<file path="config.mk">
export PLATFORM = sky130hd
export DESIGN_NAME = hazard_ctrl
export DESIGN_NICKNAME = d
export VERILOG_FILES = /design/src/rtl/hazard_ctrl.sv
export SDC_FILE = /design/constraint.sdc
export NUM_CORES = 1
export LEC_CHECK = 0
export CAP_MARGIN = 25
export CELL_PAD_IN_SITES_DETAIL_PLACEMENT = 1
export CELL_PAD_IN_SITES_GLOBAL_PLACEMENT = 1
export CORE_UTILIZATION = 37
export CTS_CLUSTER_DIAMETER = 200
export DETAILED_ROUTE_END_ITERATION = 6
export GPL_ROUTABILITY_DRIVEN = 0
export PLACE_DENSITY_LB_ADDON = 0.1
export SLEW_MARGIN = 20
export SYNTH_ARGS = -nofsm -noshare
export SYNTH_HDL_FRONTEND = slang
export SYNTH_SLANG_ARGS = --single-unit
export TNS_END_PERCENT = 50
</file>
<file path="constraint.sdc">
create_clock -name clk -period 6.1 [get_ports clk]
set_input_delay 1.525 -clock clk [delete_from_list [all_inputs] [get_ports clk]]
set_output_delay 1.525 -clock clk [all_outputs]
set_load 0.01 [all_outputs]
</file>
<file path="src/rtl/hazard_ctrl.sv">
// Hazard unit for a 5-stage MIPS pipeline: load-use stall, branch/jump flush,
// registered EX operand forwarding, ID write-through bypass and event counters.
module hazard_ctrl (
    input  logic        clk,
    input  logic        rst_n,
    input  logic [4:0]  id_rs,
    input  logic [4:0]  id_rt,
    input  logic        id_use_rs,
    input  logic        id_use_rt,
    input  logic        id_jump,
    input  logic [4:0]  ex_rd,
    input  logic        ex_regwr,
    input  logic        ex_mem2reg,
    input  logic [4:0]  me_rd,
    input  logic        me_regwr,
    input  logic [4:0]  wb_rd,
    input  logic        wb_regwr,
    input  logic        me_br_taken,
    output logic        pc_stall,
    output logic        ifid_stall,
    output logic        ifid_flush,
    output logic        idex_flush,
    output logic        exme_flush,
    output logic [1:0]  fwd_a,
    output logic [1:0]  fwd_b,
    output logic        id_byp_a,
    output logic        id_byp_b,
    output logic [15:0] stall_cnt,
    output logic [15:0] flush_cnt,
    output logic [1:0]  state
);

    localparam int REG_W = 5;
    localparam int CNT_W = 16;

    typedef enum logic [1:0] {
        ST_RUN   = 2'b00,
        ST_STALL = 2'b01,
        ST_FLUSH = 2'b10
    } state_e;

    localparam logic [1:0] FWD_RF = 2'b00;
    localparam logic [1:0] FWD_ME = 2'b01;
    localparam logic [1:0] FWD_WB = 2'b10;

    // Register 0 is hard-wired zero, so it never produces a dependency.
    function automatic logic hit(input logic [REG_W-1:0] x,
                                 input logic [REG_W-1:0] rd,
                                 input logic             we);
        return we & (rd != '0) & (rd == x);
    endfunction

    function automatic logic [CNT_W-1:0] sat_inc(input logic [CNT_W-1:0] v);
        return (v == {CNT_W{1'b1}}) ? v : v + 1'b1;
    endfunction

    // A load result is not ready in EX, so only ALU results forward from there.
    function automatic logic [1:0] fwd_sel(input logic [REG_W-1:0] src,
                                           input logic [REG_W-1:0] erd,
                                           input logic             ewe,
                                           input logic             eld,
                                           input logic [REG_W-1:0] mrd,
                                           input logic             mwe);
        if (hit(src, erd, ewe) && !eld)
            return FWD_ME;
        else if (hit(src, mrd, mwe))
            return FWD_WB;
        else
            return FWD_RF;
    endfunction

    state_e           state_q, state_d;
    logic [1:0]       fwd_a_q, fwd_a_d;
    logic [1:0]       fwd_b_q, fwd_b_d;
    logic [CNT_W-1:0] stall_cnt_q, stall_cnt_d;
    logic [CNT_W-1:0] flush_cnt_q, flush_cnt_d;
    logic             load_use;

    // ---- ID-stage decision (combinational, zero latency) ----
    // One stall per load is guaranteed by idex_flush: the bubble pushes the load
    // out of EX, so any load-use seen on the next cycle belongs to a new load.
    always_comb begin
        pc_stall    = 1'b0;
        ifid_stall  = 1'b0;
        ifid_flush  = 1'b0;
        idex_flush  = 1'b0;
        exme_flush  = 1'b0;
        state_d     = ST_RUN;

        load_use = ex_regwr & ex_mem2reg &
                   ((id_use_rs & hit(id_rs, ex_rd, 1'b1)) |
                    (id_use_rt & hit(id_rt, ex_rd, 1'b1)));

        if (me_br_taken)
            state_d = ST_FLUSH;
        else if (load_use)
            state_d = ST_STALL;

        if (rst_n) begin
            if (me_br_taken) begin
                ifid_flush = 1'b1;
                idex_flush = 1'b1;
                exme_flush = 1'b1;
            end else if (load_use) begin
                pc_stall   = 1'b1;
                ifid_stall = 1'b1;
                idex_flush = 1'b1;
            end else if (id_jump) begin
                ifid_flush = 1'b1;
            end
        end

        fwd_a_d = idex_flush ? FWD_RF
                             : fwd_sel(id_rs, ex_rd, ex_regwr, ex_mem2reg, me_rd, me_regwr);
        fwd_b_d = idex_flush ? FWD_RF
                             : fwd_sel(id_rt, ex_rd, ex_regwr, ex_mem2reg, me_rd, me_regwr);

        stall_cnt_d = pc_stall   ? sat_inc(stall_cnt_q) : stall_cnt_q;
        flush_cnt_d = ifid_flush ? sat_inc(flush_cnt_q) : flush_cnt_q;
    end

    assign id_byp_a = hit(id_rs, wb_rd, wb_regwr);
    assign id_byp_b = hit(id_rt, wb_rd, wb_regwr);

    // ---- ID/EX boundary: state, forwarding selects and counters ----
    always_ff @(posedge clk or negedge rst_n) begin
        if (!rst_n) begin
            state_q     <= ST_RUN;
            fwd_a_q     <= FWD_RF;
            fwd_b_q     <= FWD_RF;
            stall_cnt_q <= '0;
            flush_cnt_q <= '0;
        end else begin
            state_q     <= state_d;
            fwd_a_q     <= fwd_a_d;
            fwd_b_q     <= fwd_b_d;
            stall_cnt_q <= stall_cnt_d;
            flush_cnt_q <= flush_cnt_d;
        end
    end

    assign fwd_a     = fwd_a_q;
    assign fwd_b     = fwd_b_q;
    assign stall_cnt = stall_cnt_q;
    assign flush_cnt = flush_cnt_q;
    assign state     = state_q;

endmodule

</file>
# Word level (Yosys, flattened, before mapping)
# Cells that the tools add are included.
[totals]
reg_bits = 38
word_cells = 60
[classes]
bitwise_logic = 18
n_mux = 19
n_reduce_logical = 8
eq_ne = 8
addsub = 2
[op_table]
columns = ["op", "count"]
rows = [
  ["$add A16 B1 Y16 const B", 2],
  ["$eq A16 B16 Y1 const B", 2],
  ["$eq A5 B5 Y1", 6],
  ["$and A1 B1 Y1", 15],
  ["$reduce_bool A5 Y1", 3],
  ["$mux W2", 7],
  ["$mux W1", 12],
  ["$reduce_and A2 Y1", 2],
  ["$logic_and A1 B1 Y1", 2],
  ["$not A1 Y1", 2],
  ["$logic_not A1 Y1", 1],
  ["$or A1 B1 Y1", 1],
]

# Longest topological paths before layout
[depth]
depth_word = 9
depth_mapped = 7
depth_no_buf = 7

# Worst setup path before layout
# OpenSTA, ideal clock, no wires.
[synth_path]
path_type = "input to output"
startpoint = "input port ex_rd[0]"
endpoint = "output port pc_stall"
required_time_ps = 4575
t_arrival_ps = 2845
stages = 6
slack_ps = 1730
n_path_buf = 2
path_cell_list = "or4_1 -> o21a_2 -> o211ai_4 -> buf_8 -> nor2b_1 -> buf_4"
[synth_via]
elab_chain_cells = 8
[synth_rtl]
columns = ["element", "line_no", "text"]
rows = [
  ["from (decl)", "11", "input logic [4:0] ex_rd,"],
  ["$eq A5 B5 Y1 or $reduce_bool A5 Y1 (tied branches)", "50", "return we & (rd != '0) & (rd == x);"],
  ["$and A1 B1 Y1", "50", ""],
  ["$and A1 B1 Y1, on equally long branches", "91, 92", ""],
  ["$or A1 B1 Y1 *", "91", "((id_use_rs & hit(id_rs, ex_rd, 1'b1)) |"],
  ["$and A1 B1 Y1 *", "90", "load_use = ex_regwr & ex_mem2reg &"],
  ["$mux W1 * (3 in a row)", "--", ""],
  ["to (decl)", "19", "output logic pc_stall,"],
]
# Mark *: on every way between the ends. The rest lies on a longest branch, timed or not.

# Worst setup path after layout
[layout_path]
startpoint = "input port ex_rd[0]"
endpoint = "output port ifid_flush"
[layout_via]
elab_chain_cells = 8
[layout_rtl]
columns = ["element", "line_no", "text"]
rows = [
  ["$eq A5 B5 Y1 or $reduce_bool A5 Y1 (tied branches)", "50", ""],
  ["$and A1 B1 Y1", "50", ""],
  ["$and A1 B1 Y1, on equally long branches", "91, 92", ""],
  ["$or A1 B1 Y1 *", "91", ""],
  ["$and A1 B1 Y1 *", "90", ""],
  ["$mux W1 *", "104", "end else if (load_use) begin"],
  ["$mux W1 *", "100", "if (me_br_taken) begin"],
  ["$mux W1 *", "99", "if (rst_n) begin"],
  ["to (decl)", "21", "output logic ifid_flush,"],
]
# Marks and branches as above.

==> metrics <==
Worst Path Arrival between 3 and 4 ns; area grow syn2layout 40.0%; initial antenna violation count 0; vias in the first global route 2102; IO Pins 80; largest net degree at the start of global routing 22; CP most frequent cell clkdlybuf4s50_1; TritonCTS clock tree yes; root buffer cell clkbuf_8; core area 5990 um2; most used routing layer met2; die width ~81 um; initial drt markers 36; unrepaired setup endpoints after global routing false; kind of critical path in -> out; wirelength, routed 5800 um; Rel. slew slack 52.6%; fmax 185 MHz; FF+latch count, synth 38; DR WL/cell 15.4 um; layout cells sized above 1 8.94%; final period utilization 88.7%; max-slew violation count 0; total grt overflow 0; drt via density between 5 and 6; Worst-path clk slew 0.07 ns; met3 usage 4.72%; GR Util All Layers 19.4%; synthesized area 2320 um2; Cells after DPL 371; worst hold path type reg -> reg; clock tree buffer depth 2; worst vdd ir 173 uV; crit path cell chain clkdlybuf4s50_1, or4_1, o21a_2, o211ai_4, nand3_1, nand2_1, clkdlybuf4s50_1; slowest CP cell or4_1; Syn. warnings 0; CTS Hold Bufs 0; CP Launch Type primary input; synthesized instance count 219; post-synthesis sequential area ratio 41.0%; Rows 28; Pre-antenna DRT Iters 4; Layout Cells excl Fill ~380; clock skew 0.00662 ns; worst slew pin tran 0.711 ns; first-pass GRT wire length 9720 um; Synth Flop Type dfrtp_1; antenna viol nets, final 0; final setup TNS 0 ns; post-synthesis async set-or-reset flop share 100%; max-cap check violation count 0; Area after DPL 3170 um2; Avg Cell Area, Syn 10.6 um2; fin nets 340; Max stage delay on crit path between 0.5 and 0.6 ns; most frequent cells in the layout clkdlybuf4s50_1 (78), dfrtp_1 (38), xnor2_1 (35), xor2_1 (24), nand3_1 (19); Sink Count 38; P per Cell Area 207 nW/um2; crit-path max FO 19; postcts setup bufs 0; # diodes 0; status finished clean; final hold vios 0; die area 6590 um2; cts repair resizes 0; port bufs 79; GR Layer Usage met2 35.5%; Die Ht slightly above 80 um; number of synthesized flops with an enable pin 0; H-Tree Depth 2; final instance area 3250 um2; GR Util met1 approximately 22%; post-DP HPWL 4690 um; Worst Setup End Kind output pin; Initial Util 38.7%; CTS buffer count 5; post-route minimum period 5.41 ns; commonest non-fill, non-tap cell in the layout clkdlybuf4s50_1; Residual DRC 0; Leak 1.35 nW; final setup violation count 0; total vias in the final route 1952; clk_lat worst skew 0.29 ns; Worst Path Required 4.58 ns; post-synthesis cell type count 40; syn nets 256
[stage by stage]
stage	hold WS [ns]	worst slack [ns]	power [mW]	utilization, %
final	0.497	0.692	0.672	54.2
after global routing	0.510	0.590	0.707	54.2
after CTS	0.498	0.668	0.681	54.2
after detailed placement	0.483	0.674	0.503	52.8
after global placement	0.474	0.719	0.498	52.8
after floorplan	0.516	1.73	0.396	-
[layer usage]
layer	vias up	share of wire (%)	routed length [um]
li1	933	-	-
met3	5	4.4	258
met4	0	1.0	58
met2	55	52	3010
met5	-	0	0
met1	959	43	2480
[area by class of cell]
class | instances | area [um2]
fill | 647 | 2740
multi-input combinational | 171 | 1300
sequential | 38 | 951
timing repair buffer | 81 | 801
tap | 75 | 93.8
clock buffer | 6 | 82.6
inverter | 6 | 22.5
[registers in the layout (all words and copies together) (netlist names)]
signal and count:
flush_cnt 16, stall_cnt 16, fwd_a 2, fwd_b 2
state 2
[kinds of logic (layout without fill, tap and decap cells)]
kind of cell,after synthesis,count (layout),share of synthesized area [%]
multiplexers,3,3,1.40
AND/OR/NAND/NOR,98,98,26.3
adder cells (fa/ha/maj),2,2,1.08
buffers and inverters,10,93,3.07
AO/OA/AOI/OAI,9,9,4.85
flip-flops,38,38,41.0
XOR/XNOR,59,59,22.3
[power breakdown]
part | total, mW | switching (mW) | internal [mW]
clock network | 0.174 | 0.0872 | 0.0873
logic | 0.189 | 0.0843 | 0.105
registers | 0.308 | 0.0318 | 0.276
[worst max-delay path: cells and delay by family]
| family | cells | cell delay [ns] |
|---|---|---|
| AO/OA/AOI/OAI | 2 | 0.53 |
| buffers and inverters | 2 | 1.01 |
| AND/OR/NAND/NOR | 3 | 0.81 |
[cells in the mapped netlist (2+ instances only)]
| library cell | count | area share, % |
|---|---|---|
| buf_8 | 2 | 1.3 |
| nor3_1 | 10 | 2.2 |
| nor2b_1 | 3 | 0.81 |
| dfrtp_1 | 38 | 41 |
| nand3_1 | 19 | 4.1 |
| nor2_4 | 3 | 1.5 |
| ha_1 | 2 | 1.1 |
| inv_1 | 6 | 0.97 |
| o21ai_0 | 3 | 0.65 |
| nor2_1 | 9 | 1.5 |
| nor4_4 | 2 | 1.8 |
| xnor2_1 | 35 | 13 |
| nor4_1 | 7 | 1.9 |
| xor2_1 | 24 | 9.1 |
| or4_1 | 3 | 0.97 |
| nand4b_1 | 2 | 0.76 |
| and3_1 | 6 | 1.6 |
| nand4_1 | 9 | 2.4 |
| nand2_1 | 15 | 2.4 |
[final timing paths]
check	start	end	slack, ns	depth (start not counted)
min in group asynchronous	rst_n	stall_cnt[1]$_DFFE_PN0P_	1.08	1
worst max register to register	stall_cnt[0]$_DFFE_PN0P_	stall_cnt[15]$_DFFE_PN0P_	3.82	6
max in group asynchronous	rst_n	flush_cnt[0]$_DFFE_PN0P_	4.47	2
worst min-delay path	flush_cnt[15]$_DFFE_PN0P_	flush_cnt[15]$_DFFE_PN0P_	0.50	1
worst max-delay path	ex_rd[0]	ifid_flush	0.69	7
worst min register to register	flush_cnt[15]$_DFFE_PN0P_	flush_cnt[15]$_DFFE_PN0P_	0.50	1
Note: power is estimated with default switching activity, not from simulation.
